==> src/rtl/mem_port_arbiter_if.sv <==
// mem_port_arbiter_if: bundle of the requester-side request/response
// signals and the shared memory port of mem_port_arbiter.
//
// Handshake: a requester raises i_req_valid[k] with i_req_we[k],
// its address and write data, and holds all of them stable until
// o_req_grant[k] pulses. After the grant it may drop valid or present
// its next request. o_rsp_valid[k] pulses once per transaction: on a
// read, o_rsp_data carries the data in that cycle; on a write it only
// marks completion.
interface mem_port_arbiter_if #(
    parameter int NUM_REQ = 2,
    parameter int ADDR_W  = 64,
    parameter int DATA_W  = 64
);
    // requester side
    logic [NUM_REQ-1:0]        i_req_valid;
    logic [NUM_REQ-1:0]        i_req_we;
    logic [NUM_REQ*ADDR_W-1:0] i_req_addr;
    logic [NUM_REQ*DATA_W-1:0] i_req_wdata;
    logic [NUM_REQ-1:0]        o_req_grant;
    logic [NUM_REQ-1:0]        o_rsp_valid;
    logic [DATA_W-1:0]         o_rsp_data;

    // memory side
    logic                      o_read_en;
    logic [ADDR_W-1:0]         o_read_addr;
    logic                      o_write_en;
    logic [ADDR_W-1:0]         o_write_addr;
    logic [DATA_W-1:0]         o_data;
    logic [DATA_W-1:0]         i_data;

    // arbiter view
    modport slave (
        input  i_req_valid, i_req_we, i_req_addr, i_req_wdata, i_data,
        output o_req_grant, o_rsp_valid, o_rsp_data,
        output o_read_en, o_read_addr, o_write_en, o_write_addr, o_data
    );

    // requesters + memory view
    modport master (
        output i_req_valid, i_req_we, i_req_addr, i_req_wdata, i_data,
        input  o_req_grant, o_rsp_valid, o_rsp_data,
        input  o_read_en, o_read_addr, o_write_en, o_write_addr, o_data
    );
endinterface

==> src/rtl/mem_port_arbiter.sv <==
// mem_port_arbiter: shares one memory port between NUM_REQ requesters.
// One transaction in flight at a time, registered one-hot grant and
// response pulses, all outputs registered.
//
// Build option: define MEM_PORT_ARBITER_FIXED_PRIO_EN to replace the
// round-robin choice with fixed priority (lowest requester index wins).
//
// Transaction timeline (cycle 0 = IDLE cycle in which the request is seen):
//   read : ISSUE in cycle 1, WAIT for RD_LAT cycles, i_data captured at the
//          end of cycle 1+RD_LAT, DONE (rsp_valid) in cycle RD_LAT+2.
//   write: ISSUE in cycle 1, DONE in cycle 2.
module mem_port_arbiter #(
    parameter int NUM_REQ = 2,
    parameter int ADDR_W  = 64,
    parameter int DATA_W  = 64,
    parameter int RD_LAT  = 1
) (
    input  logic                  i_clk,
    input  logic                  i_rst,
    mem_port_arbiter_if.slave     io_bus,
    output logic [1:0]            o_dbg_state
);

    localparam int         IDX_W    = (NUM_REQ > 1) ? $clog2(NUM_REQ) : 1;
    localparam logic [3:0] LAT_LAST = 4'(RD_LAT);

    typedef enum logic [1:0] {
        S_IDLE  = 2'd0,
        S_ISSUE = 2'd1,
        S_WAIT  = 2'd2,
        S_DONE  = 2'd3
    } state_t;

    state_t             r_state;
    state_t             w_next_state;

    // context of the transaction in flight
    logic [IDX_W-1:0]   r_win;
    logic               r_we;
    logic [3:0]         r_cnt;
`ifndef MEM_PORT_ARBITER_FIXED_PRIO_EN
    logic [IDX_W-1:0]   r_last;
`endif

    // registered outputs
    logic [NUM_REQ-1:0] r_grant;
    logic [NUM_REQ-1:0] r_rsp_valid;
    logic [DATA_W-1:0]  r_rsp_data;
    logic               r_read_en;
    logic [ADDR_W-1:0]  r_read_addr;
    logic               r_write_en;
    logic [ADDR_W-1:0]  r_write_addr;
    logic [DATA_W-1:0]  r_data;

    // arbitration result for the current IDLE cycle
    logic               w_any;
    logic [IDX_W-1:0]   w_win;
    logic               w_sel_we;
    logic [ADDR_W-1:0]  w_sel_addr;
    logic [DATA_W-1:0]  w_sel_wdata;
    logic [NUM_REQ-1:0] w_sel_onehot;
    logic [NUM_REQ-1:0] w_win_onehot;

    // read data is taken in the RD_LAT-th WAIT cycle
    logic               w_capture;

    // next values of the registered outputs
    logic [NUM_REQ-1:0] w_grant_nxt;
    logic [NUM_REQ-1:0] w_rsp_valid_nxt;
    logic [DATA_W-1:0]  w_rsp_data_nxt;
    logic               w_read_en_nxt;
    logic [ADDR_W-1:0]  w_read_addr_nxt;
    logic               w_write_en_nxt;
    logic [ADDR_W-1:0]  w_write_addr_nxt;
    logic [DATA_W-1:0]  w_data_nxt;

    assign w_capture = (r_state == S_WAIT) && (r_cnt == LAT_LAST);

    // Winner selection: each requester gets a priority rank (0 = best);
    // the valid requester with the smallest rank wins. Round robin ranks
    // requester last+1 as 0, last+2 as 1, and so on modulo NUM_REQ.
    always_comb begin
        int best;
        int pri;
        w_any       = 1'b0;
        w_win       = '0;
        w_sel_we    = 1'b0;
        w_sel_addr  = '0;
        w_sel_wdata = '0;
        best        = NUM_REQ;
        pri         = 0;
        for (int k = 0; k < NUM_REQ; k++) begin
`ifdef MEM_PORT_ARBITER_FIXED_PRIO_EN
            pri = k;
`else
            if (k > int'(r_last)) begin
                pri = k - int'(r_last) - 1;
            end else begin
                pri = k + NUM_REQ - int'(r_last) - 1;
            end
`endif
            if (io_bus.i_req_valid[k] && (pri < best)) begin
                best        = pri;
                w_any       = 1'b1;
                w_win       = IDX_W'(k);
                w_sel_we    = io_bus.i_req_we[k];
                w_sel_addr  = io_bus.i_req_addr[k*ADDR_W +: ADDR_W];
                w_sel_wdata = io_bus.i_req_wdata[k*DATA_W +: DATA_W];
            end
        end
    end

    // One-hot forms of the fresh winner and of the latched winner.
    always_comb begin
        w_sel_onehot = '0;
        w_win_onehot = '0;
        for (int k = 0; k < NUM_REQ; k++) begin
            w_sel_onehot[k] = (w_win == IDX_W'(k));
            w_win_onehot[k] = (r_win == IDX_W'(k));
        end
    end

    // State register plus the latched transaction context and wait counter.
    always_ff @(posedge i_clk) begin
        if (i_rst) begin
            r_state <= S_IDLE;
            r_win   <= '0;
            r_we    <= 1'b0;
            r_cnt   <= '0;
`ifndef MEM_PORT_ARBITER_FIXED_PRIO_EN
            r_last  <= IDX_W'(NUM_REQ - 1);
`endif
        end else begin
            r_state <= w_next_state;
            if ((r_state == S_IDLE) && w_any) begin
                r_win  <= w_win;
                r_we   <= w_sel_we;
`ifndef MEM_PORT_ARBITER_FIXED_PRIO_EN
                r_last <= w_win;
`endif
            end
            if (r_state == S_ISSUE) begin
                r_cnt <= 4'd1;
            end else if (r_state == S_WAIT) begin
                r_cnt <= r_cnt + 4'd1;
            end
        end
    end

    // Next-state logic; requests are only looked at in IDLE.
    always_comb begin
        w_next_state = r_state;
        case (r_state)
            S_IDLE:  if (w_any) w_next_state = S_ISSUE;
            S_ISSUE: w_next_state = r_we ? S_DONE : S_WAIT;
            S_WAIT:  if (w_capture) w_next_state = S_DONE;
            S_DONE:  w_next_state = S_IDLE;
            default: w_next_state = S_IDLE;
        endcase
    end

    // Output logic: next values of the output registers, so that the
    // strobes/grant are visible during ISSUE and rsp_valid during DONE.
    // Addresses, write data and response data hold unless reloaded.
    always_comb begin
        w_grant_nxt      = '0;
        w_rsp_valid_nxt  = '0;
        w_rsp_data_nxt   = r_rsp_data;
        w_read_en_nxt    = 1'b0;
        w_read_addr_nxt  = r_read_addr;
        w_write_en_nxt   = 1'b0;
        w_write_addr_nxt = r_write_addr;
        w_data_nxt       = r_data;
        case (r_state)
            S_IDLE: begin
                if (w_any) begin
                    w_grant_nxt = w_sel_onehot;
                    if (w_sel_we) begin
                        w_write_en_nxt   = 1'b1;
                        w_write_addr_nxt = w_sel_addr;
                        w_data_nxt       = w_sel_wdata;
                    end else begin
                        w_read_en_nxt   = 1'b1;
                        w_read_addr_nxt = w_sel_addr;
                    end
                end
            end
            S_ISSUE: begin
                if (r_we) w_rsp_valid_nxt = w_win_onehot;
            end
            S_WAIT: begin
                if (w_capture) begin
                    w_rsp_valid_nxt = w_win_onehot;
                    w_rsp_data_nxt  = io_bus.i_data;
                end
            end
            default: begin
            end
        endcase
    end

    // Output registers; reset clears every output, aborting any transaction.
    always_ff @(posedge i_clk) begin
        if (i_rst) begin
            r_grant      <= '0;
            r_rsp_valid  <= '0;
            r_rsp_data   <= '0;
            r_read_en    <= 1'b0;
            r_read_addr  <= '0;
            r_write_en   <= 1'b0;
            r_write_addr <= '0;
            r_data       <= '0;
        end else begin
            r_grant      <= w_grant_nxt;
            r_rsp_valid  <= w_rsp_valid_nxt;
            r_rsp_data   <= w_rsp_data_nxt;
            r_read_en    <= w_read_en_nxt;
            r_read_addr  <= w_read_addr_nxt;
            r_write_en   <= w_write_en_nxt;
            r_write_addr <= w_write_addr_nxt;
            r_data       <= w_data_nxt;
        end
    end

    assign io_bus.o_req_grant  = r_grant;
    assign io_bus.o_rsp_valid  = r_rsp_valid;
    assign io_bus.o_rsp_data   = r_rsp_data;
    assign io_bus.o_read_en    = r_read_en;
    assign io_bus.o_read_addr  = r_read_addr;
    assign io_bus.o_write_en   = r_write_en;
    assign io_bus.o_write_addr = r_write_addr;
    assign io_bus.o_data       = r_data;
    assign o_dbg_state         = r_state;

endmodule

==> src/flat_wrapper.sv <==
// flat-port wrapper written by rule: the top's interface ports become plain ports
module mem_port_arbiter_flat 
#(
    parameter int NUM_REQ = 2,
    parameter int ADDR_W  = 64,
    parameter int DATA_W  = 64,
    parameter int RD_LAT  = 1
)
  (i_clk, i_rst, o_dbg_state, io_bus_i_req_valid, io_bus_i_req_we, io_bus_i_req_addr, io_bus_i_req_wdata, io_bus_i_data, io_bus_o_req_grant, io_bus_o_rsp_valid, io_bus_o_rsp_data, io_bus_o_read_en, io_bus_o_read_addr, io_bus_o_write_en, io_bus_o_write_addr, io_bus_o_data);
  mem_port_arbiter_if #(.NUM_REQ(NUM_REQ), .ADDR_W(ADDR_W), .DATA_W(DATA_W)) io_bus_i ();
  input  logic i_clk;
  input  logic i_rst;
  output logic [1:0] o_dbg_state;
  input wire logic [$bits(io_bus_i.i_req_valid)-1:0] io_bus_i_req_valid;
  input wire logic [$bits(io_bus_i.i_req_we)-1:0] io_bus_i_req_we;
  input wire logic [$bits(io_bus_i.i_req_addr)-1:0] io_bus_i_req_addr;
  input wire logic [$bits(io_bus_i.i_req_wdata)-1:0] io_bus_i_req_wdata;
  input wire logic [$bits(io_bus_i.i_data)-1:0] io_bus_i_data;
  output wire logic [$bits(io_bus_i.o_req_grant)-1:0] io_bus_o_req_grant;
  output wire logic [$bits(io_bus_i.o_rsp_valid)-1:0] io_bus_o_rsp_valid;
  output wire logic [$bits(io_bus_i.o_rsp_data)-1:0] io_bus_o_rsp_data;
  output wire logic [$bits(io_bus_i.o_read_en)-1:0] io_bus_o_read_en;
  output wire logic [$bits(io_bus_i.o_read_addr)-1:0] io_bus_o_read_addr;
  output wire logic [$bits(io_bus_i.o_write_en)-1:0] io_bus_o_write_en;
  output wire logic [$bits(io_bus_i.o_write_addr)-1:0] io_bus_o_write_addr;
  output wire logic [$bits(io_bus_i.o_data)-1:0] io_bus_o_data;
  assign io_bus_i.i_req_valid = io_bus_i_req_valid;
  assign io_bus_i.i_req_we = io_bus_i_req_we;
  assign io_bus_i.i_req_addr = io_bus_i_req_addr;
  assign io_bus_i.i_req_wdata = io_bus_i_req_wdata;
  assign io_bus_i.i_data = io_bus_i_data;
  assign io_bus_o_req_grant = io_bus_i.o_req_grant;
  assign io_bus_o_rsp_valid = io_bus_i.o_rsp_valid;
  assign io_bus_o_rsp_data = io_bus_i.o_rsp_data;
  assign io_bus_o_read_en = io_bus_i.o_read_en;
  assign io_bus_o_read_addr = io_bus_i.o_read_addr;
  assign io_bus_o_write_en = io_bus_i.o_write_en;
  assign io_bus_o_write_addr = io_bus_i.o_write_addr;
  assign io_bus_o_data = io_bus_i.o_data;
  mem_port_arbiter #(.NUM_REQ(NUM_REQ), .ADDR_W(ADDR_W), .DATA_W(DATA_W), .RD_LAT(RD_LAT)) u_core (.i_clk(i_clk), .i_rst(i_rst), .io_bus(io_bus_i), .o_dbg_state(o_dbg_state));
endmodule
==> config.mk <==
export PLATFORM = sky130hd
export DESIGN_NAME = mem_port_arbiter_flat
export DESIGN_NICKNAME = d
export VERILOG_FILES = /design/src/rtl/mem_port_arbiter_if.sv /design/src/rtl/mem_port_arbiter.sv /design/src/flat_wrapper.sv
export SDC_FILE = /design/constraint.sdc
export NUM_CORES = 1
export LEC_CHECK = 0
export ABC_AREA = 1
export BUFFER_PORTS_ARGS = -buffer_cell sky130_fd_sc_hd__buf_4
export CORE_AREA = 2 2 230 232
export DETAILED_ROUTE_END_ITERATION = 6
export DIE_AREA = 0 0 232 234
export GPL_ROUTABILITY_DRIVEN = 0
export PLACE_DENSITY_LB_ADDON = 0.2
export SKIP_CTS_REPAIR_TIMING = 1
export SYNTH_ARGS = -nofsm -noshare
export SYNTH_HDL_FRONTEND = slang
export SYNTH_SLANG_ARGS = --single-unit
==> constraint.sdc <==
create_clock -name i_clk -period 2.1 [get_ports i_clk]
set_input_delay 0.42 -clock i_clk [delete_from_list [all_inputs] [get_ports i_clk]]
set_output_delay 0.42 -clock i_clk [all_outputs]
set_load 0.005 [all_outputs]
# Yosys cells after proc, flatten, opt, wreduce, memory -nomap -nowiden
# Cells that the tools add are included.
# totals
elab_cells,69
in_bits,326
out_inout_bits,264
ff_bits,271
# op_classes
add_sub_neg,7
bitwise,5
reduce_logical,12
muxes,22
n_lt_le_gt_ge,3
n_eq_ne,6
# ops
cell,n
$mux 64,4
$sub 32x2->32 const B,3
$mux 32,2
$lt 32x3->1 const B,1
$lt 32x32->1,1
$mux 1,10
$mux 2,4
$pmux 2 s4,1
$reduce_and 3->1,2
$sub 2x1->3 const A,2
$not 1->1,5
$add 4x1->4 const B,1
$eq 2x2->1 const B,2
$eq 4x1->1 const B,1
$logic_and 1x1->1,4
$ne 2x1->1 const B,2
$pmux 2 s2,1
$reduce_and 2->1,2
$reduce_or 3->1,1
$eq 2x1->1 const B,1
$logic_not 2->1,1
$reduce_bool 2->1,1
$reduce_or 2->1,1
$sub 1x1->2 const A,1
$gt 1x1->1 const A,1

# Depth between registers and ports, before layout
# logic_depth
depth_word,10
depth_mapped,9

# Worst setup path after synthesis
# Ideal clock, no wire load.
# synth_path
path_type,register to register
startpoint,"register u_core.r_state[0], in the netlist u_core.o_dbg_state[0]"
endpoint,"register u_core.r_rsp_data[53], in the netlist u_core.io_bus.o_rsp_data[53]"
slack_ns,0.513
required_time_ns,1.972
path_buffers,2
arrival_ns,1.458
stages_incl_launch_ff,7
setup_time_ns,0.128
path_cell_list,dfxtp_1 -> inv_1 -> ha_1 -> nand3_1 -> clkbuf_1 -> clkbuf_1 -> a21oi_1
# synth_between
elab_chain_len,3
# synth_lines
element,line_no,text
from (decl),mem_port_arbiter.sv:34,state_t r_state;
from (signal assigned),mem_port_arbiter.sv:134,r_state <= w_next_state;
$eq 2x2->1 *,"mem_port_arbiter.sv:77, mem_port_arbiter.sv:174",
$logic_and 1x1->1,mem_port_arbiter.sv:77,assign w_capture = (r_state == S_WAIT) && (r_cnt == LAT_LAST);
$reduce_and 2->1 (no source line) *,n/a,
to (signal assigned),mem_port_arbiter.sv:216,r_rsp_data <= w_rsp_data_nxt;
to (decl),mem_port_arbiter.sv:48,logic [DATA_W-1:0] r_rsp_data;
# Every way passes the cells marked *; elsewhere a longest branch is shown, timed or not.
# A chain may end at the register's enable or synchronous reset.

# Worst setup path after layout
# layout_path
startpoint,"register u_core.r_state[0], in the netlist u_core.o_dbg_state[0]"
endpoint,"register u_core.r_rsp_data[31], in the netlist u_core.io_bus.o_rsp_data[31]"
# The elaborated chain is that of the path after synthesis.

==> run metrics <==
initial antenna violation count=1; Yosys top cell by area=dfxtp_1; cts bufs inserted=34; antenna cell count=0; clock root cell=clkbuf_16; Routed WL=46,660 µm; clk buf depth=3; Synth cell types=21; Max-slew headroom=65.90%; CTS tree=built; Startpoint Class=flip-flop; setup ws final=0.2356 ns; number of vias per cell=4.209; Nets=2,747; Worst Setup End Kind=flip-flop; PortBufs=589; die height=234 µm; post-DR wirelength/cell=14.92 µm; post-synthesis xor/xnor area fraction=0.07240%; Slowest cell on crit path=ha_1; crit path from=u_core.o_dbg_state[0]$_SDFFE_PP0P_; utilization after layout=35.56%; 1st-iter DRT viols=507; Synth Register Bits=271; chip width=232 µm; drt drc=0; total gr overflow=0; Synth top area share=44.84%; row count=84; LEAKAGE=9.763 nW; critical path endpoint=u_core.io_bus.o_rsp_data[31]$_SDFFE_PP0P_; top cell family by delay on the critical path=buffers and inverters; clock transition at the registers of the reported paths=0.06 ns; drt pass-1 iters=5; yosys warns=0; Tot Pwr=19.75 mW; Worst VDD drop=0.4732 mV; critical path class=flip-flop to flip-flop; dpl hpwl=34,850 µm; CP max stage delay=0.36 ns; Critical Path AT=2.26 ns; Post-Synthesis Cell Area=12,100 µm²; remaining antenna violation count=0; fin crit period=1.864 ns; slew of the pin with the lowest slew margin=0.5116 ns; post-synthesis mux area share=0%; Worst-Skew Late Latency=0.53 ns; Max Slew Vio Count=0; # setup viols final=0; outcome=finished clean; dominant combinational cell family by area after synthesis=simple AND/OR/NAND/NOR gates; RSZ-0062 raised after global routing=no; ranking of synthesized cells by area=dfxtp_1 (45%), nand2_1 (21%), nand3_1 (8.4%); vias=13,160; pwr dens=1068 nW/µm²; share of cells above drive strength 1=28.00%; WP depth=6; worst-path maximum fanout=78; P&R area growth vs syn=52.90%; Core ar.=52,020 µm²; pin count of the biggest net entering global routing=102; first-pass GRT wire length=69,380 µm; r2r setup slk=0.24 ns; clk sinks=271; Die Area=54,290 µm²; Setup TNS Final=0 ns; Crit path buffers/inverters=2; syn avg cell area=6.428 µm²; num ports=590; maxcap violations=0; Syn Nets=2,214; Initial Utilization=23.25%; Hold Path Cell Cnt=2; Crit path required time=2.50 ns; Simple-Gate Fraction of Synth Area=37.50%; Achievable Freq=536.4 MHz; Hold Path Class=input port to flip-flop; Setup WS pre-CTS=0.2232 ns; Hold WS=0.1696 ns; Compound-Gate Fraction of Synth Area=5.709%; CTS H-Tree Depth=2; vias in the first global route=12,450; Tcrit/Tclk final=88.78%; Synth Area in Adders=0.6205%; worst-path cell chain=inv_1, ha_1, nand3_4, buf_12, o21ai_0, a21oi_1; total global-route track usage=16.28%; clock skew=0.01176 ns; R2R depth=6; r2r startpoint=u_core.o_dbg_state[0]$_SDFFE_PP0P_; Cells after Synth=1,882; Final Hold Viols=0; post-synthesis sequential area ratio=44.84%; worst reg2reg endpoint=u_core.io_bus.o_rsp_data[31]$_SDFFE_PP0P_
-- how the worst min path moves through the flow --
| stage | slack (ns) | endpoint | startpoint |
|---|---|---|---|
| after floorplan | 0.40 | u_core.io_bus.o_rsp_valid[0]$_SDFF_PP0_ | u_core.r_win$_SDFFE_PP0P_ |
| after global placement | 0.41 | u_core.io_bus.o_rsp_valid[0]$_SDFF_PP0_ | u_core.r_win$_SDFFE_PP0P_ |
| after detailed placement | 0.41 | u_core.io_bus.o_rsp_valid[0]$_SDFF_PP0_ | u_core.r_win$_SDFFE_PP0P_ |
| after CTS | 0.13 | u_core.o_dbg_state[1]$_SDFFE_PP0P_ | i_rst |
| after global routing | 0.15 | u_core.io_bus.o_write_en$_SDFF_PP0_ | i_rst |
| final | 0.17 | u_core.o_dbg_state[1]$_SDFFE_PP0P_ | i_rst |
-- state kept, by name, indices dropped and copies added (netlist names), 2 cells and up --
name / count
u_core.io_bus.o_data: 64
u_core.io_bus.o_read_addr: 64
u_core.io_bus.o_req_grant: 2
u_core.io_bus.o_rsp_data: 64
u_core.io_bus.o_rsp_valid: 2
u_core.io_bus.o_write_addr: 64
u_core.o_dbg_state: 2
u_core.r_cnt: 4
-- cells in the mapped netlist, drive strengths merged --
library cell and instances:
nand2 665, dfxtp 271, nor2 266, inv 204, nand3 203, buf 86, a21oi 69, o21ai 65
clkbuf 40, ha 6, a211oi 1, a31oi 1, nand4 1, nor3 1, nor3b 1, o22ai 1
xor2 1
-- logic make-up (layout without fill, tap and decap cells) --
family / after synthesis / after routing
AND/OR/NAND/NOR: 1137 / 1137
buffers and inverters: 330 / 887
flip-flops: 271 / 271
AO/OA/AOI/OAI: 137 / 137
adder cells (fa/ha/maj): 6 / 6
XOR/XNOR: 1 / 1
-- cells in the final DEF (no fill, tap or decap), types with 2 or more instances in the layout --
cell type	instances
a21oi_1	69
buf_12	17
buf_4	606
bufinv_16	5
clkbuf_1	7
clkbuf_16	35
clkbuf_8	8
clkinvlp_4	2
dfxtp_1	271
ha_1	6
inv_1	202
nand2_1	663
nand3_1	201
nand3_4	2
nor2_1	265
o21ai_0	65
-- worst register-to-register path, cell delays in order, from the launching register on --
cell and delay [ns]:
dfxtp_1 0.34, inv_1 0.15, ha_1 0.36, nand3_4 0.29, buf_12 0.28, o21ai_0 0.27
a21oi_1 0.06
-- power by group --
group | internal, mW | leakage [nW] | total (mW) | switching, mW
combinational | 3.02 | 6.97 | 6.63 | 3.61
clock | 3.96 | 0.581 | 6.29 | 2.34
sequential | 6.23 | 2.22 | 6.82 | 0.596
total | 13.2 | 9.76 | 19.7 | 6.54
-- cell type report --
class,count,area [µm²]
clock buffers,50,1012
clock inverters,10,187.7
fillers,5662,33530
inverters,204,775.7
multi-input cells,1281,5346
flip-flops and latches,271,5425
well taps,688,860.8
repair buffers,623,4890
-- per-layer routing --
layer / part of all wire [%] / global-route usage, % / routed length (µm)
met2: 50 / 29.07 / 23120
met1: 40 / 18.21 / 18450
met4: 2.5 / 4.828 / 1152
met3: 8.4 / 5.642 / 3926
met5: 0.028 / 0 / 13
-- per-stage QoR --
stage | std cells | cell area [µm²]
2_1_floorplan | 1882 | 12100
3_3_place_gp | 3067 | 17300
3_5_place_dp | 3067 | 17300
4_1_cts | 3127 | 18500
5_1_grt | 3127 | 18500
6_report | 3127 | 18500
Note: power is estimated with default switching activity, not from simulation.
